File: src/rtl/debug_autobaud_mc.sv
// -----------------------------------------------------------------------------
// debug_autobaud_mc
//
// Auto-baud detector for a debug UART with several candidate RX lines.
// The block watches all candidate lines for transitions and measures the
// spacing between consecutive edges. Once MATCH_CNT consecutive pulse
// widths agree, it writes the resulting baud divisor (one-cycle wr strobe).
// It then waits for the chosen line to sit idle-high for a full counter span
// before it declares the line selected and locked.
//
// Build option:
//   AUTOBAUD_TOL_EN - when defined, pulse widths within +/-1 divisor LSB of
//                     the newest measurement count as matching; otherwise
//                     they must be exactly equal.
//
// Ports:
//   clk       system clock
//   rst_n     asynchronous active-low reset
//   disabled  bypass measurement; the first line that toggles is selected
//   rearm     synchronous restart of detection (div and rx_sel retained)
//   rx        candidate RX lines
//   wr        one-cycle divisor write strobe
//   div       measured divisor
//   rx_sel    selected RX line, 1-based (0 = none)
//   locked    detection complete
// -----------------------------------------------------------------------------
module debug_autobaud_mc #(
   parameter  int NUM_RX    = 3,
   parameter  int CNT_W     = 14,
   parameter  int DIV_W     = 8,
   parameter  int MATCH_CNT = 3,
   localparam int SEL_W     = $clog2(NUM_RX + 1)
) (
   input  logic              clk,
   input  logic              rst_n,
   input  logic              disabled,
   input  logic              rearm,
   input  logic [NUM_RX-1:0] rx,
   output logic              wr,
   output logic [DIV_W-1:0]  div,
   output logic [SEL_W-1:0]  rx_sel,
   output logic              locked
);

   typedef enum logic [1:0] {
      S_HUNT = 2'd0,
      S_WAIT = 2'd1,
      S_DONE = 2'd2
   } state_t;

   state_t             state;
   state_t             state_nxt;

   logic [NUM_RX-1:0]  rx_q;
   logic [CNT_W-1:0]   cnt;
   logic [SEL_W-1:0]   cand;
   logic [DIV_W-1:0]   hist [MATCH_CNT];

   logic [NUM_RX-1:0]  rx_edge;
   logic               any_edge;
   logic               cnt_max;
   logic [SEL_W-1:0]   edge_sel;
   logic               cand_hi;
   logic               match_ok;

   logic               track;
   logic               load_cand;
   logic               shift_hist;
   logic               load_div;
   logic               set_lock;

   // Two pulse widths are considered equal if they are identical, or with the
   // tolerance build, if their signed difference is within +/-1.
   function automatic logic width_close(input logic [DIV_W-1:0] a,
                                        input logic [DIV_W-1:0] b);
`ifdef AUTOBAUD_TOL_EN
      logic signed [DIV_W:0] d;
      d = $signed({1'b0, a}) - $signed({1'b0, b});
      return (d >= -1) && (d <= 1);
`else
      return a == b;
`endif
   endfunction

   assign rx_edge  = rx ^ rx_q;
   assign any_edge = |rx_edge;
   assign cnt_max  = &cnt;

   // Lowest-index edge wins when several lines toggle in the same cycle.
   always_comb begin
      edge_sel = '0;
      for (int i = NUM_RX - 1; i >= 0; i--) begin
         if (rx_edge[i]) edge_sel = SEL_W'(i + 1);
      end
   end

   // Level of the candidate line; cand is 1-based so decode it explicitly.
   always_comb begin
      cand_hi = 1'b0;
      for (int i = 0; i < NUM_RX; i++) begin
         if (cand == SEL_W'(i + 1)) cand_hi = rx[i];
      end
   end

   // A zero-width history entry means "nothing measured" and never matches.
   always_comb begin
      match_ok = (hist[0] != '0);
      for (int i = 1; i < MATCH_CNT; i++) begin
         if (!width_close(hist[i], hist[0])) match_ok = 1'b0;
      end
   end

   always_ff @(posedge clk or negedge rst_n) begin
      if (!rst_n) state <= S_HUNT;
      else        state <= state_nxt;
   end

   always_comb begin
      state_nxt = state;
      if (rearm) begin
         state_nxt = S_HUNT;
      end else begin
         case (state)
            S_HUNT: begin
               if (disabled) begin
                  if (any_edge) state_nxt = S_WAIT;
               end else if (!any_edge && match_ok) begin
                  state_nxt = S_WAIT;
               end
            end
            S_WAIT: begin
               if ((cnt_max && cand_hi) || disabled) state_nxt = S_DONE;
            end
            S_DONE:  state_nxt = S_DONE;
            default: state_nxt = S_HUNT;
         endcase
      end
   end

   always_comb begin
      track      = (state != S_DONE);
      load_cand  = !rearm && (state == S_HUNT) && any_edge;
      // Saturated counts mean the line was idle, not a bit period.
      shift_hist = !rearm && (state == S_HUNT) && any_edge && !cnt_max;
      load_div   = !rearm && (state == S_HUNT) && !disabled && !any_edge && match_ok;
      set_lock   = !rearm && (state == S_WAIT) && ((cnt_max && cand_hi) || disabled);
   end

   always_ff @(posedge clk or negedge rst_n) begin
      if (!rst_n) begin
         rx_q   <= '0;
         cnt    <= '0;
         cand   <= '0;
         wr     <= 1'b0;
         div    <= '0;
         rx_sel <= '0;
         locked <= 1'b0;
         for (int i = 0; i < MATCH_CNT; i++) hist[i] <= '0;
      end else begin
         wr <= load_div;
         if (rearm) begin
            // Resample the lines so a level change while frozen in DONE is
            // not mistaken for a fresh edge.
            rx_q   <= rx;
            cnt    <= '0;
            cand   <= '0;
            locked <= 1'b0;
            for (int i = 0; i < MATCH_CNT; i++) hist[i] <= '0;
         end else begin
            if (track) begin
               rx_q <= rx;
               if (any_edge)     cnt <= '0;
               else if (!cnt_max) cnt <= cnt + 1'b1;
            end
            if (load_cand) cand <= edge_sel;
            if (shift_hist) begin
               for (int i = MATCH_CNT - 1; i > 0; i--) hist[i] <= hist[i-1];
               hist[0] <= cnt[CNT_W-2 -: DIV_W];
            end
            if (load_div) div <= hist[0];
            if (set_lock) begin
               rx_sel <= cand;
               locked <= 1'b1;
            end
         end
      end
   end

endmodule

File: config.mk
export PLATFORM = sky130hd
export DESIGN_NAME = debug_autobaud_mc
export DESIGN_NICKNAME = d
export VERILOG_FILES = /design/src/rtl/debug_autobaud_mc.sv
export SDC_FILE = /design/constraint.sdc
export NUM_CORES = 1
export LEC_CHECK = 0
export ABC_AREA = 1
export BUFFER_PORTS_ARGS = -buffer_cell sky130_fd_sc_hd__buf_2
export CORE_MARGIN = 1.5
export CORE_UTILIZATION = 55
export DETAILED_ROUTE_END_ITERATION = 10
export HOLD_SLACK_MARGIN = 0.05
export PLACE_DENSITY = 0.73
export SYNTH_ARGS = -nofsm -noshare
export SYNTH_HDL_FRONTEND = slang
export SYNTH_SLANG_ARGS = --single-unit
File: constraint.sdc
create_clock -name clk -period 4.7 [get_ports clk]
set_input_delay 0.235 -clock clk [delete_from_list [all_inputs] [get_ports clk]]
set_output_delay 0.235 -clock clk [all_outputs]
set_load 0.02 [all_outputs]
==> impl_metrics.sql, run 1 <==
INSERT INTO impl_metrics (metric_group, metric, value, unit) VALUES
('sta', 'hold_violations', '0', ''),
('floorplan', 'die_extent_in_y', '80.6', 'µm'),
('logic_synthesis', 'synth_cell_type_count', '31', ''),
('worst_setup_path', 'cp-end-kind', 'flop', ''),
('worst_setup_path', 'cp_max_fo', '32', ''),
('layout', 'multi_input_area', '1570', 'µm²'),
('grt', 'grt_pass1_wl', '12.1', 'mm'),
('logic_synthesis', 'mappedNetlistArea', '3310', 'µm²'),
('placed_design', 'pre_cts_slack', '2.06', 'ns'),
('layout', 'fillCellCount', '528', ''),
('worst_setup_path', 'critPathArrivalTime', '2.91', 'ns'),
('layout', 'most_frequent_cells_in_the_layout', 'sky130_fd_sc_hd__nand2_1, sky130_fd_sc_hd__dfrtp_1, sky130_fd_sc_hd__inv_1, sky130_fd_sc_hd__nor2_1, sky130_fd_sc_hd__nand3_1', ''),
('floorplan', 'core_region_area', '5850', 'µm²'),
('logic_synthesis', 'nets_in_the_synthesized_netlist', '424', ''),
('pwr', 'power_per_cell_area', '345', 'nW/µm²'),
('clocking', 'cts_max_path_buffers', '2', ''),
('logic_synthesis', 'yosys-mux-area-fraction', '0.340', '%'),
('worst_setup_path', 'path_class', 'flop to flop', ''),
('layout', 'num_antenna_cells', '0', ''),
('floorplan', 'die-width', '80.6', 'µm'),
('sta', 'fmax', '0.373', 'GHz'),
('sta', 'layout_setup_ws', '2.02', 'ns'),
('placed_design', 'gp_congestion', '0.845', ''),
('route', 'route.vias.total', '2774', ''),
('sta', 'worst_clock_skew', '0.0105', 'ns'),
('floorplan', 'starting_density_of_the_core', '56.6', '%'),
('route', 'drt_pre_antenna_iters', '4', ''),
('floorplan', 'boundaryPins', '19', ''),
('worst_setup_path', 'worst-endpoint-required', '4.93', 'ns'),
('route', 'postRouteAntennaNets', '0', ''),
('placed_design', 'port_buffers', '18', ''),
('logic_synthesis', 'postSynthCellCount', '413', ''),
('logic_synthesis', 'synth_simple_gate_area_share', '30.3', '%'),
('sta', 'report.final.setup_viol', '0', ''),
('route', 'drt_iter0_markers', '180', ''),
('clocking', 'cts_inserted_buffers', '9', ''),
('pwr', 'static-leakage-power', '1.73', 'nW'),
('sta', 'slew_headroom', '29.6', '%'),
('layout', 'layout.cells.most_common', 'sky130_fd_sc_hd__nand2_1', ''),
('clocking', 'cts-resized-gates', '0', ''),
('run_status', 'run_status', 'complete, no violations', ''),
('logic_synthesis', 'ys_warn_count', '0', ''),
('grt', 'globalRouteOverflowTotal', '0', ''),
('clocking', 'insertion_delay', '0.35', 'ns'),
('sta', 'final_period_util', '57.0', '%'),
('job', 'max_cap_violations', '0', ''),
('worst_setup_path', 'kind_of_start_point_of_the_critical_path', 'flop', ''),
('layout', 'final-seq-area', '1430', 'µm²'),
('grt', 'number_of_global_route_vias_before_repair', '2625', ''),
('clocking', 'numClockSinks', '57', ''),
('clocking', 'cts_hold_repair.buffers', '0', ''),
('clocking', 'worst_setup_hold_path_clk_slew', '0.07', 'ns'),
('grt', 'number_of_antenna_violations_at_the_first_check_in_global_routing', '0', ''),
('logic_synthesis', 'post_synthesis_share_of_cell_area_spent_on_full_adders_half_adders_and_majority_gates', '1.51', '%'),
('logic_synthesis', 'synth_xor_xnor_area_share', '2.34', '%'),
('logic_synthesis', 'dominant_combinational_cell_family_by_area_after_synthesis', 'simple AND/OR/NAND/NOR gates', ''),
('clocking', 'cts_htree_levels', '3', ''),
('logic_synthesis', 'synth_area_per_cell', '8.02', 'µm²'),
('layout', 'areaGrowthSynthToFinish', '9.21', '%'),
('layout', 'nNetsFinal', '444', ''),
('layout', 'finalInstanceArea', '3620', 'µm²'),
('route', 'viasPerCell', '5.41', ''),
('sta', 'worst_pin_slew', '1.06', 'ns'),
('sta', 'timing.final.crit_period', '2.68', 'ns'),
('clocking', 'cts.repair_timing.setup_buffer_count', '0', ''),
('grt', 'grt_usage', '24.8', '%'),
('placed_design', 'detailed_place.area', '3410', 'µm²'),
('grt', 'pin_count_of_the_biggest_net_entering_global_routing', '58', ''),
('logic_synthesis', 'ys_seq_elements', '57', ''),
('clocking', 'tritoncts_clock_tree', 'built', ''),
('route', 'number_of_drc_violations_after_detailed_routing', '0', '');
==> layout make-up <==
cell class,instances,area share [%]
multi-input combinational,289,43.4
sequential,57,39.4
inverter,57,6.05
clock buffer,10,3.53
timing repair buffer,19,2.70
tap,75,2.59
clock inverter,6,2.28
==> worst max-delay path, cell delays in order, from the launching register on <==
cell and delay (ns):
sky130_fd_sc_hd__dfrtp_1 0.40, sky130_fd_sc_hd__xnor2_2 0.22, sky130_fd_sc_hd__nand3_2 0.28, sky130_fd_sc_hd__nand2_1 0.18, sky130_fd_sc_hd__or2_1 0.82, sky130_fd_sc_hd__nand2_8 0.38
sky130_fd_sc_hd__nand3_1 0.20, sky130_fd_sc_hd__o21ai_2 0.06
==> Yosys cell counts <==
library cell / instances / share of area [%]
sky130_fd_sc_hd__nand2_8: 1 / 0.60
sky130_fd_sc_hd__nand2_2: 6 / 1.1
sky130_fd_sc_hd__mux2_2: 1 / 0.34
sky130_fd_sc_hd__nor2_1: 32 / 3.6
sky130_fd_sc_hd__inv_6: 1 / 0.26
sky130_fd_sc_hd__buf_6: 5 / 1.7
sky130_fd_sc_hd__nor3_1: 11 / 1.7
sky130_fd_sc_hd__inv_2: 10 / 1.1
sky130_fd_sc_hd__nor3_2: 1 / 0.30
sky130_fd_sc_hd__nand2_1: 124 / 14
sky130_fd_sc_hd__inv_1: 46 / 5.2
sky130_fd_sc_hd__nand4_1: 9 / 1.7
sky130_fd_sc_hd__ha_1: 4 / 1.5
sky130_fd_sc_hd__nand3_1: 25 / 3.8
sky130_fd_sc_hd__buf_12: 1 / 0.60
sky130_fd_sc_hd__buf_2: 4 / 0.60
sky130_fd_sc_hd__o22ai_2: 16 / 6.0
sky130_fd_sc_hd__a31oi_1: 1 / 0.19
sky130_fd_sc_hd__xor2_1: 6 / 1.6
sky130_fd_sc_hd__nand3_2: 8 / 2.4
sky130_fd_sc_hd__o22ai_1: 1 / 0.19
sky130_fd_sc_hd__dfrtp_1: 57 / 43
sky130_fd_sc_hd__o21ai_0: 11 / 1.7
sky130_fd_sc_hd__xnor2_2: 1 / 0.49
sky130_fd_sc_hd__o21ai_2: 8 / 2.1
sky130_fd_sc_hd__nor2_4: 2 / 0.68
sky130_fd_sc_hd__xnor2_1: 1 / 0.26
sky130_fd_sc_hd__nor2_2: 1 / 0.19
sky130_fd_sc_hd__a21oi_1: 4 / 0.60
sky130_fd_sc_hd__or2_1: 1 / 0.19
sky130_fd_sc_hd__o21ai_1: 14 / 2.1
==> kinds of logic after synthesis <==
family                   Yosys count
multiplexers                       1
adder cells (fa/ha/maj)            4
flip-flops                        57
buffers and inverters             67
XOR/XNOR                           8
AO/OA/AOI/OAI                     55
AND/OR/NAND/NOR                  221
==> sequential cells by signal, indices dropped and copies added, names as in the netlist <==
register	flops
rx_q	3
locked	1
div	8
state	2
cand	2
cnt	14
wr	1
rx_sel	2
hist	24
==> final timing paths <==
kind                            slack, ns           startpoint  depth (start not counted)             endpoint
worst max-delay path                 2.02  rx_q[0]$_DFFE_PN0P_                          7  hist[0]$_DFFE_PN0P_
worst max register to register       2.02  rx_q[0]$_DFFE_PN0P_                          7  hist[0]$_DFFE_PN0P_
max in group asynchronous            4.20                rst_n                          2   cnt[5]$_DFFE_PN0P_
worst min-delay path                 0.03                rst_n                          2   div[3]$_DFFE_PN0P_
worst min register to register       0.48   locked$_DFFE_PN0P_                          2   locked$_DFFE_PN0P_
min in group clk                     0.17                rx[2]                          3  rx_q[2]$_DFFE_PN0P_
==> per-layer routing <==
metal / wire (µm) / GRT usage [%]
met5: 0 / 0
met4: 170 / 11.4
met3: 241 / 3.30
met2: 3550 / 41.7
met1: 3310 / 31.4
==> where the power goes <==
part | switching, mW | leakage (nW) | total (mW) | internal, mW
sequential | 0.0188 | 0.784 | 0.537 | 0.518
combinational | 0.155 | 0.843 | 0.213 | 0.0573
clock | 0.204 | 0.106 | 0.499 | 0.295
total | 0.378 | 1.73 | 1.25 | 0.871
==> per-stage QoR <==
| step | hold slack (ns) | std cells | utilization [%] |
|---|---|---|---|
| 4_1_cts | 0.0509 | 513 | 61.8 |
| 2_1_floorplan | -0.0606 | 413 | - |
| 3_5_place_dp | 0.417 | 497 | 58.3 |
| 6_report | 0.0257 | 513 | 61.8 |
| 3_3_place_gp | 0.412 | 497 | 58.3 |
| 5_1_grt | 0.0924 | 513 | 61.8 |
(Power assumes the default switching activity.)
==> run 2, diff against run 1 <==
- PLACE_DENSITY: 0.73 -> 0.76
- clock period: 4.7 -> 2.2 ns (I/O delays scaled with it)
==> impl_metrics.sql, run 2 (synthesis results as in run 1) <==
INSERT INTO impl_metrics (metric_group, metric, value, unit) VALUES
('run_status', 'run_status', 'complete, no violations', ''),
('sta', 'rsz0062_at_grt', 'false', ''),
('route', 'viasPerCell', '5.36', ''),
('layout', 'num_antenna_cells', '0', ''),
('sta', 'final_period_util', '85.1', '%'),
('layout', 'largest_reg_flops', '24', ''),
('sta', 'fmax', '0.534', 'GHz'),
('grt', 'grt_pass1_wl', '12.2', 'mm'),
('sta', 'finalSetupTns', '0', 'ns'),
('sta', 'maxSlewViolCount', '0', ''),
('sta', 'hold_violations', '0', ''),
('worst_setup_path', 'cp-end-kind', 'flop', ''),
('worst_setup_path', 'kind_of_start_point_of_the_critical_path', 'flop', ''),
('layout', 'finalInstanceArea', '3650', 'µm²'),
('layout', 'final_layout_size_suffix_gt1_share', '20.6', '%'),
('grt', 'grt_usage', '24.8', '%'),
('route', 'drt_wl_total', '7.05', 'mm'),
('floorplan', 'starting_density_of_the_core', '56.6', '%'),
('route', 'number_of_drc_violations_after_detailed_routing', '0', ''),
('route', 'drt_pre_antenna_iters', '4', ''),
('job', 'max_cap_violations', '0', ''),
('placed_design', 'pre_cts_slack', '0.353', 'ns'),
('clocking', 'cts_inserted_buffers', '9', ''),
('grt', 'pin_count_of_the_biggest_net_entering_global_routing', '58', ''),
('floorplan', 'die-width', '80.6', 'µm'),
('placed_design', 'detailed_place.area', '3420', 'µm²'),
('worst_setup_path', 'cp_max_fo', '16', ''),
('route', 'postRouteAntennaNets', '0', ''),
('pwr', 'seq_power_share', '43.9', '%'),
('floorplan', 'fp.dieArea', '6500', 'µm²'),
('layout', 'nNetsFinal', '449', ''),
('floorplan', 'boundaryPins', '19', ''),
('clocking', 'numClockSinks', '57', ''),
('floorplan', 'die_extent_in_y', '80.6', 'µm'),
('route', 'avgRoutedWirePerCell', '13.6', 'µm'),
('route', 'route.vias.total', '2773', ''),
('clocking', 'worst_setup_hold_path_clk_slew', '0.07', 'ns'),
('clocking', 'cts_htree_levels', '3', ''),
('layout', 'most_frequent_cells_in_the_layout', 'sky130_fd_sc_hd__nand2_1, sky130_fd_sc_hd__dfrtp_1, sky130_fd_sc_hd__inv_1, sky130_fd_sc_hd__nor2_1, sky130_fd_sc_hd__nand3_1', ''),
('grt', 'number_of_antenna_violations_at_the_first_check_in_global_routing', '0', ''),
('sta', 'layout_setup_ws', '0.328', 'ns'),
('pwr', 'power.share.switching', '30.4', '%'),
('pwr', 'power_per_cell_area', '716', 'nW/µm²'),
('route', 'drt_iter0_markers', '141', ''),
('placed_design', 'gp_congestion', '0.857', ''),
('worst_setup_path', 'worst-endpoint-required', '2.41', 'ns'),
('grt', 'number_of_global_route_vias_before_repair', '2781', ''),
('worst_setup_path', 'path_class', 'flop to flop', ''),
('pwr', 'combPwrFrac', '18.0', '%'),
('placed_design', 'port_buffers', '18', ''),
('grt', 'globalRouteOverflowTotal', '0', ''),
('worst_setup_path', 'critPathArrivalTime', '2.09', 'ns'),
('placed_design', 'place_hpwl', '4.88', 'mm'),
('layout', 'largest_register', 'hist', ''),
('floorplan', 'core_region_area', '5850', 'µm²'),
('layout', 'biggestRegsByFlops', 'hist: 24 flops, cnt: 14 flops, div: 8 flops', ''),
('sta', 'timing.final.crit_period', '1.87', 'ns'),
('sta', 'worst_clock_skew', '0.00773', 'ns'),
('layout', 'areaGrowthSynthToFinish', '10.1', '%'),
('layout', 'layout.cells.most_common', 'sky130_fd_sc_hd__nand2_1', ''),
('sta', 'slew_headroom', '52.3', '%'),
('clocking', 'clock-root-buffer', 'sky130_fd_sc_hd__clkbuf_8', ''),
('layout', 'fillCellCount', '512', ''),
('clocking', 'insertion_delay', '0.34', 'ns'),
('pwr', 'ir_drop', '515', 'µV'),
('clocking', 'tritoncts_clock_tree', 'built', ''),
('sta', 'worst_pin_slew', '0.715', 'ns'),
('clocking', 'cts_max_path_buffers', '2', ''),
('pwr', 'p_switching', '0.795', 'mW'),
('pwr', 'clock_power_share', '38.1', '%'),
('pwr', 'p_int', '1.82', 'mW'),
('pwr', 'static-leakage-power', '1.75', 'nW'),
('min_path', 'holdCritPathClass', 'input port to flop', ''),
('clocking', 'cts-resized-gates', '0', ''),
('sta', 'report.final.setup_viol', '0', ''),
('floorplan', 'placementRows', '28', '');
==> run 2: changes by cell type in the layout (fill, tap and decap cells not counted) <==
cell	change
sky130_fd_sc_hd__clkinv_2	-1
sky130_fd_sc_hd__dlygate4sd3_1	+3
sky130_fd_sc_hd__bufinv_16	-1
sky130_fd_sc_hd__clkbuf_8	+2
sky130_fd_sc_hd__clkinvlp_4	-1
sky130_fd_sc_hd__buf_4	+2
==> run 2: metal layers <==
metal  vias up  track usage, %  wire, µm
li1       1382               -         -
met1      1314            30.3      3230
met2        65            41.5      3390
met3        12            4.55       296
met4         0            13.1       136
met5         -               0         0
==> run 2: cell type report <==
cell class / count / area (µm²) / share of cell area [%]
well taps: 75 / 93.8 / 2.57
repair buffers: 24 / 143 / 3.91
inverters: 57 / 219 / 6.00
clock buffers: 12 / 155 / 4.25
clock inverters: 3 / 40.0 / 1.10
multi-input cells: 289 / 1570 / 43.1
flip-flops and latches: 57 / 1430 / 39.1
==> run 2: critical path, cell delays in order (launching register included) <==
cell and delay (ns):
sky130_fd_sc_hd__dfrtp_1 0.40, sky130_fd_sc_hd__ha_1 0.27, sky130_fd_sc_hd__inv_2 0.07, sky130_fd_sc_hd__nor2_4 0.15, sky130_fd_sc_hd__nand2_2 0.09, sky130_fd_sc_hd__nor2_2 0.09, sky130_fd_sc_hd__or2_1 0.22, sky130_fd_sc_hd__buf_4 0.34
sky130_fd_sc_hd__o22ai_2 0.12
==> run 2: timing repair <==
action | in CTS | in global routing
hold buffers | 3 | 0
hold endpoints to repair | 59 | 0
buffers inserted | 0 | 0
==> run 2: power groups by stage <==
stage          Sequential (mW)  Combinational, mW  Clock [mW]
2_1_floorplan             1.18              0.368           0
3_3_place_gp              1.16              0.453           0
3_5_place_dp              1.17              0.464           0
4_1_cts                   1.15              0.468        1.00
5_1_grt                   1.15              0.523        1.05
6_report                  1.15              0.470       0.996
==> run 2: metrics by stage <==
step	instances	power (mW)	util [%]	hold WS [ns]
5_1_grt	517	2.72	62.4	0.0872
4_1_cts	517	2.62	62.4	0.0701
6_report	517	2.61	62.4	0.0659
2_1_floorplan	413	1.55	-	-0.186
3_3_place_gp	499	1.61	58.5	0.293
3_5_place_dp	499	1.63	58.5	0.300
==> run 2: path summary, 6_finish.rpt <==
path                            depth (start not counted)                  end  slack, ns                from
worst min-delay path                                    2  rx_q[0]$_DFFE_PN0P_       0.07               rx[0]
worst max-delay path                                    8  hist[7]$_DFFE_PN0P_       0.33  cnt[0]$_DFFE_PN0P_
min in group asynchronous                               3   div[6]$_DFFE_PN0P_       0.44               rst_n
max in group asynchronous                               3  rx_q[2]$_DFFE_PN0P_       1.29               rst_n
worst max register to register                          8  hist[7]$_DFFE_PN0P_       0.33  cnt[0]$_DFFE_PN0P_
worst min register to register                          2   locked$_DFFE_PN0P_       0.48  locked$_DFFE_PN0P_
==> run 3, diff against run 2 <==
- RECOVER_POWER: default -> 50
==> impl_metrics.sql, run 3 (synthesis results as in run 1) <==
INSERT INTO impl_metrics (metric_group, metric, value, unit) VALUES
('route', 'drt_wl_total', '6.99', 'mm'),
('floorplan', 'boundaryPins', '19', ''),
('layout', 'final_layout_size_suffix_gt1_share', '17.9', '%'),
('sta', 'worst_pin_slew', '1.38', 'ns'),
('layout', 'largest_register', 'hist', ''),
('sta', 'worst_clock_skew', '0.00799', 'ns'),
('worst_setup_path', 'critPathCapture', 'hist[7]$_DFFE_PN0P_', ''),
('worst_setup_path', 'critPathMaxStageDelay', '0.40', 'ns'),
('worst_setup_path', 'r2r_start', 'cnt[0]$_DFFE_PN0P_', ''),
('layout', 'final-seq-area', '1430', 'µm²'),
('route', 'route.vias.total', '2753', ''),
('layout', 'areaGrowthSynthToFinish', '9.59', '%'),
('worst_setup_path', 'worst-endpoint-required', '2.41', 'ns'),
('sta', 'final_period_util', '84.9', '%'),
('grt', 'globalRouteOverflowTotal', '0', ''),
('pwr', 'power_per_cell_area', '716', 'nW/µm²'),
('sta', 'report.final.setup_viol', '0', ''),
('route', 'viasPerCell', '5.32', ''),
('route', 'avgRoutedWirePerCell', '13.5', 'µm'),
('placed_design', 'place_hpwl', '4.88', 'mm'),
('layout', 'num_antenna_cells', '0', ''),
('floorplan', 'starting_density_of_the_core', '56.6', '%'),
('clocking', 'numClockSinks', '57', ''),
('sta', 'maxSlewViolCount', '0', ''),
('route', 'wl_met3', '278', 'µm'),
('worst_setup_path', 'cp_slowest_cell', 'sky130_fd_sc_hd__dfrtp_1', ''),
('floorplan', 'die-width', '80.6', 'µm'),
('pwr', 'ir_drop', '516', 'µV'),
('route', 'drt_pre_antenna_iters', '5', ''),
('route', 'routedLengthMet1', '3.24', 'mm'),
('floorplan', 'die_extent_in_y', '80.6', 'µm'),
('worst_setup_path', 'r2r.worst_path.cells', '8', ''),
('floorplan', 'placementRows', '28', ''),
('grt', 'number_of_global_route_vias_before_repair', '2781', ''),
('worst_setup_path', 'kind_of_start_point_of_the_critical_path', 'flop', ''),
('grt', 'number_of_antenna_violations_at_the_first_check_in_global_routing', '0', ''),
('route', 'met2_wirelength', '3.35', 'mm'),
('layout', 'fillCellCount', '521', ''),
('clocking', 'worst_setup_hold_path_clk_slew', '0.07', 'ns'),
('clocking', 'cts.repair_timing.setup_buffer_count', '0', ''),
('placed_design', 'gp_congestion', '0.857', ''),
('job', 'max_cap_violations', '0', ''),
('clocking', 'cts_htree_levels', '3', ''),
('worst_setup_path', 'path_class', 'flop to flop', ''),
('layout', 'biggestRegsByFlops', 'hist: 24 flops, cnt: 14 flops, div: 8 flops', ''),
('pwr', 'static-leakage-power', '1.70', 'nW'),
('sta', 'fmax', '0.536', 'GHz'),
('worst_setup_path', 'path_cells', 'ha_1 -> inv_2 -> nor2_4 -> nand2_2 -> nor2_2 -> or2_1 -> buf_4 -> o22ai_2', ''),
('route', 'number_of_drc_violations_after_detailed_routing', '0', ''),
('clocking', 'tritoncts_clock_tree', 'built', ''),
('clocking', 'cts-resized-gates', '0', ''),
('floorplan', 'core_region_area', '5850', 'µm²'),
('worst_setup_path', 'regToRegEndpoint', 'hist[7]$_DFFE_PN0P_', ''),
('sta', 'layout_setup_ws', '0.333', 'ns'),
('clocking', 'cts_max_path_buffers', '2', ''),
('min_path', 'holdCritPathClass', 'input port to flop', ''),
('worst_setup_path', 'worst_setup_path_startpoint', 'cnt[0]$_DFFE_PN0P_', ''),
('layout', 'multi_input_area', '1570', 'µm²'),
('worst_setup_path', 'critPathArrivalTime', '2.08', 'ns'),
('grt', 'pin_count_of_the_biggest_net_entering_global_routing', '58', ''),
('placed_design', 'pre_cts_slack', '0.353', 'ns'),
('layout', 'most_frequent_cells_in_the_layout', 'sky130_fd_sc_hd__nand2_1, sky130_fd_sc_hd__dfrtp_1, sky130_fd_sc_hd__inv_1, sky130_fd_sc_hd__nor2_1, sky130_fd_sc_hd__nand3_1', ''),
('sta', 'rsz0062_at_grt', 'false', ''),
('layout', 'nNetsFinal', '449', ''),
('floorplan', 'fp.dieArea', '6500', 'µm²'),
('layout', 'largest_reg_flops', '24', ''),
('sta', 'timing.final.crit_period', '1.87', 'ns'),
('run_status', 'run_status', 'complete, no violations', ''),
('route', 'drt_iter0_markers', '128', ''),
('worst_setup_path', 'cp_max_fo', '16', ''),
('grt', 'grt_pass1_wl', '12.2', 'mm'),
('placed_design', 'port_buffers', '18', ''),
('clocking', 'clock-root-buffer', 'sky130_fd_sc_hd__clkbuf_8', ''),
('route', 'postRouteAntennaNets', '0', ''),
('sta', 'hold_violations', '0', ''),
('clocking', 'insertion_delay', '0.34', 'ns'),
('clocking', 'cts_inserted_buffers', '9', ''),
('route', 'dr.max_layer_used', 'met4', ''),
('worst_setup_path', 'cp-end-kind', 'flop', ''),
('grt', 'grt_usage', '24.8', '%'),
('sta', 'slew_headroom', '7.92', '%'),
('sta', 'finalSetupTns', '0', 'ns'),
('layout', 'layout.cells.most_common', 'sky130_fd_sc_hd__nand2_1', ''),
('worst_setup_path', 'r2r_slack', '0.33', 'ns');
==> run 3: cell count changes in the layout (fill, tap and decap cells not counted), sizes merged <==
| cell | delta |
|---|---|
| clkbuf | +13 |
| buf | -13 |
==> run 3: worst min-delay path by stage <==
stage | startpoint | end | slack [ns] | cells after the start
finish | rx[0] | rx_q[0]$_DFFE_PN0P_ | 0.07 | 2
global placement | rst_n | div[5]$_DFFE_PN0P_ | 0.29 | 2
detailed placement | rst_n | div[3]$_DFFE_PN0P_ | 0.30 | 2
CTS | rx[0] | rx_q[0]$_DFFE_PN0P_ | 0.07 | 2
floorplan | rst_n | cand[0]$_DFFE_PN0P_ | -0.19 | 0
global route | rx[0] | rx_q[0]$_DFFE_PN0P_ | 0.09 | 2
==> run 3: repair_timing <==
action / CTS / global route
setup endpoints to repair: 0 / 0
endpoints found under the hold margin: 59 / 0
hold buffers: 3 / 0
==> run 3: per-stage QoR <==
stage | utilization (%) | instances | hold WS [ns] | total power [mW] | area (µm²)
floorplan | - | 413 | -0.186 | 1.55 | 3310
global placement | 58.5 | 499 | 0.293 | 1.61 | 3420
detailed placement | 58.5 | 499 | 0.300 | 1.63 | 3420
CTS | 62.4 | 517 | 0.0701 | 2.62 | 3650
global route | 62.1 | 517 | 0.0872 | 2.72 | 3630
finish | 62.1 | 517 | 0.0706 | 2.60 | 3630
==> run 3: area by class of cell <==
class / count / share of cell area [%]
tap: 75 / 2.58
sequential: 57 / 39.3
inverter: 57 / 6.03
timing repair buffer: 24 / 3.45
clock buffer: 12 / 4.27
clock inverter: 3 / 1.10
multi-input combinational: 289 / 43.3
==> run 3: worst max-delay path, delay by kind of cell (launching register included) <==
family                   cells  cell delay [ns]
AND/OR/NAND/NOR              4             0.54
AO/OA/AOI/OAI                1             0.12
buffers and inverters        2             0.40
adder cells (fa/ha/maj)      1             0.28
flip-flops                   1             0.40
==> run 3: power by group <==
part	switching, mW	internal, mW
Clock	0.416	0.575
Sequential	0.0408	1.11
Combinational	0.330	0.131
Total	0.787	1.81
==> run 3: per-layer routing <==
layer | GRT usage (%) | vias to the layer above
met5 | 0 | -
met4 | 13.1 | 0
met3 | 4.55 | 11
met2 | 41.5 | 52
met1 | 30.3 | 1308
li1 | - | 1382
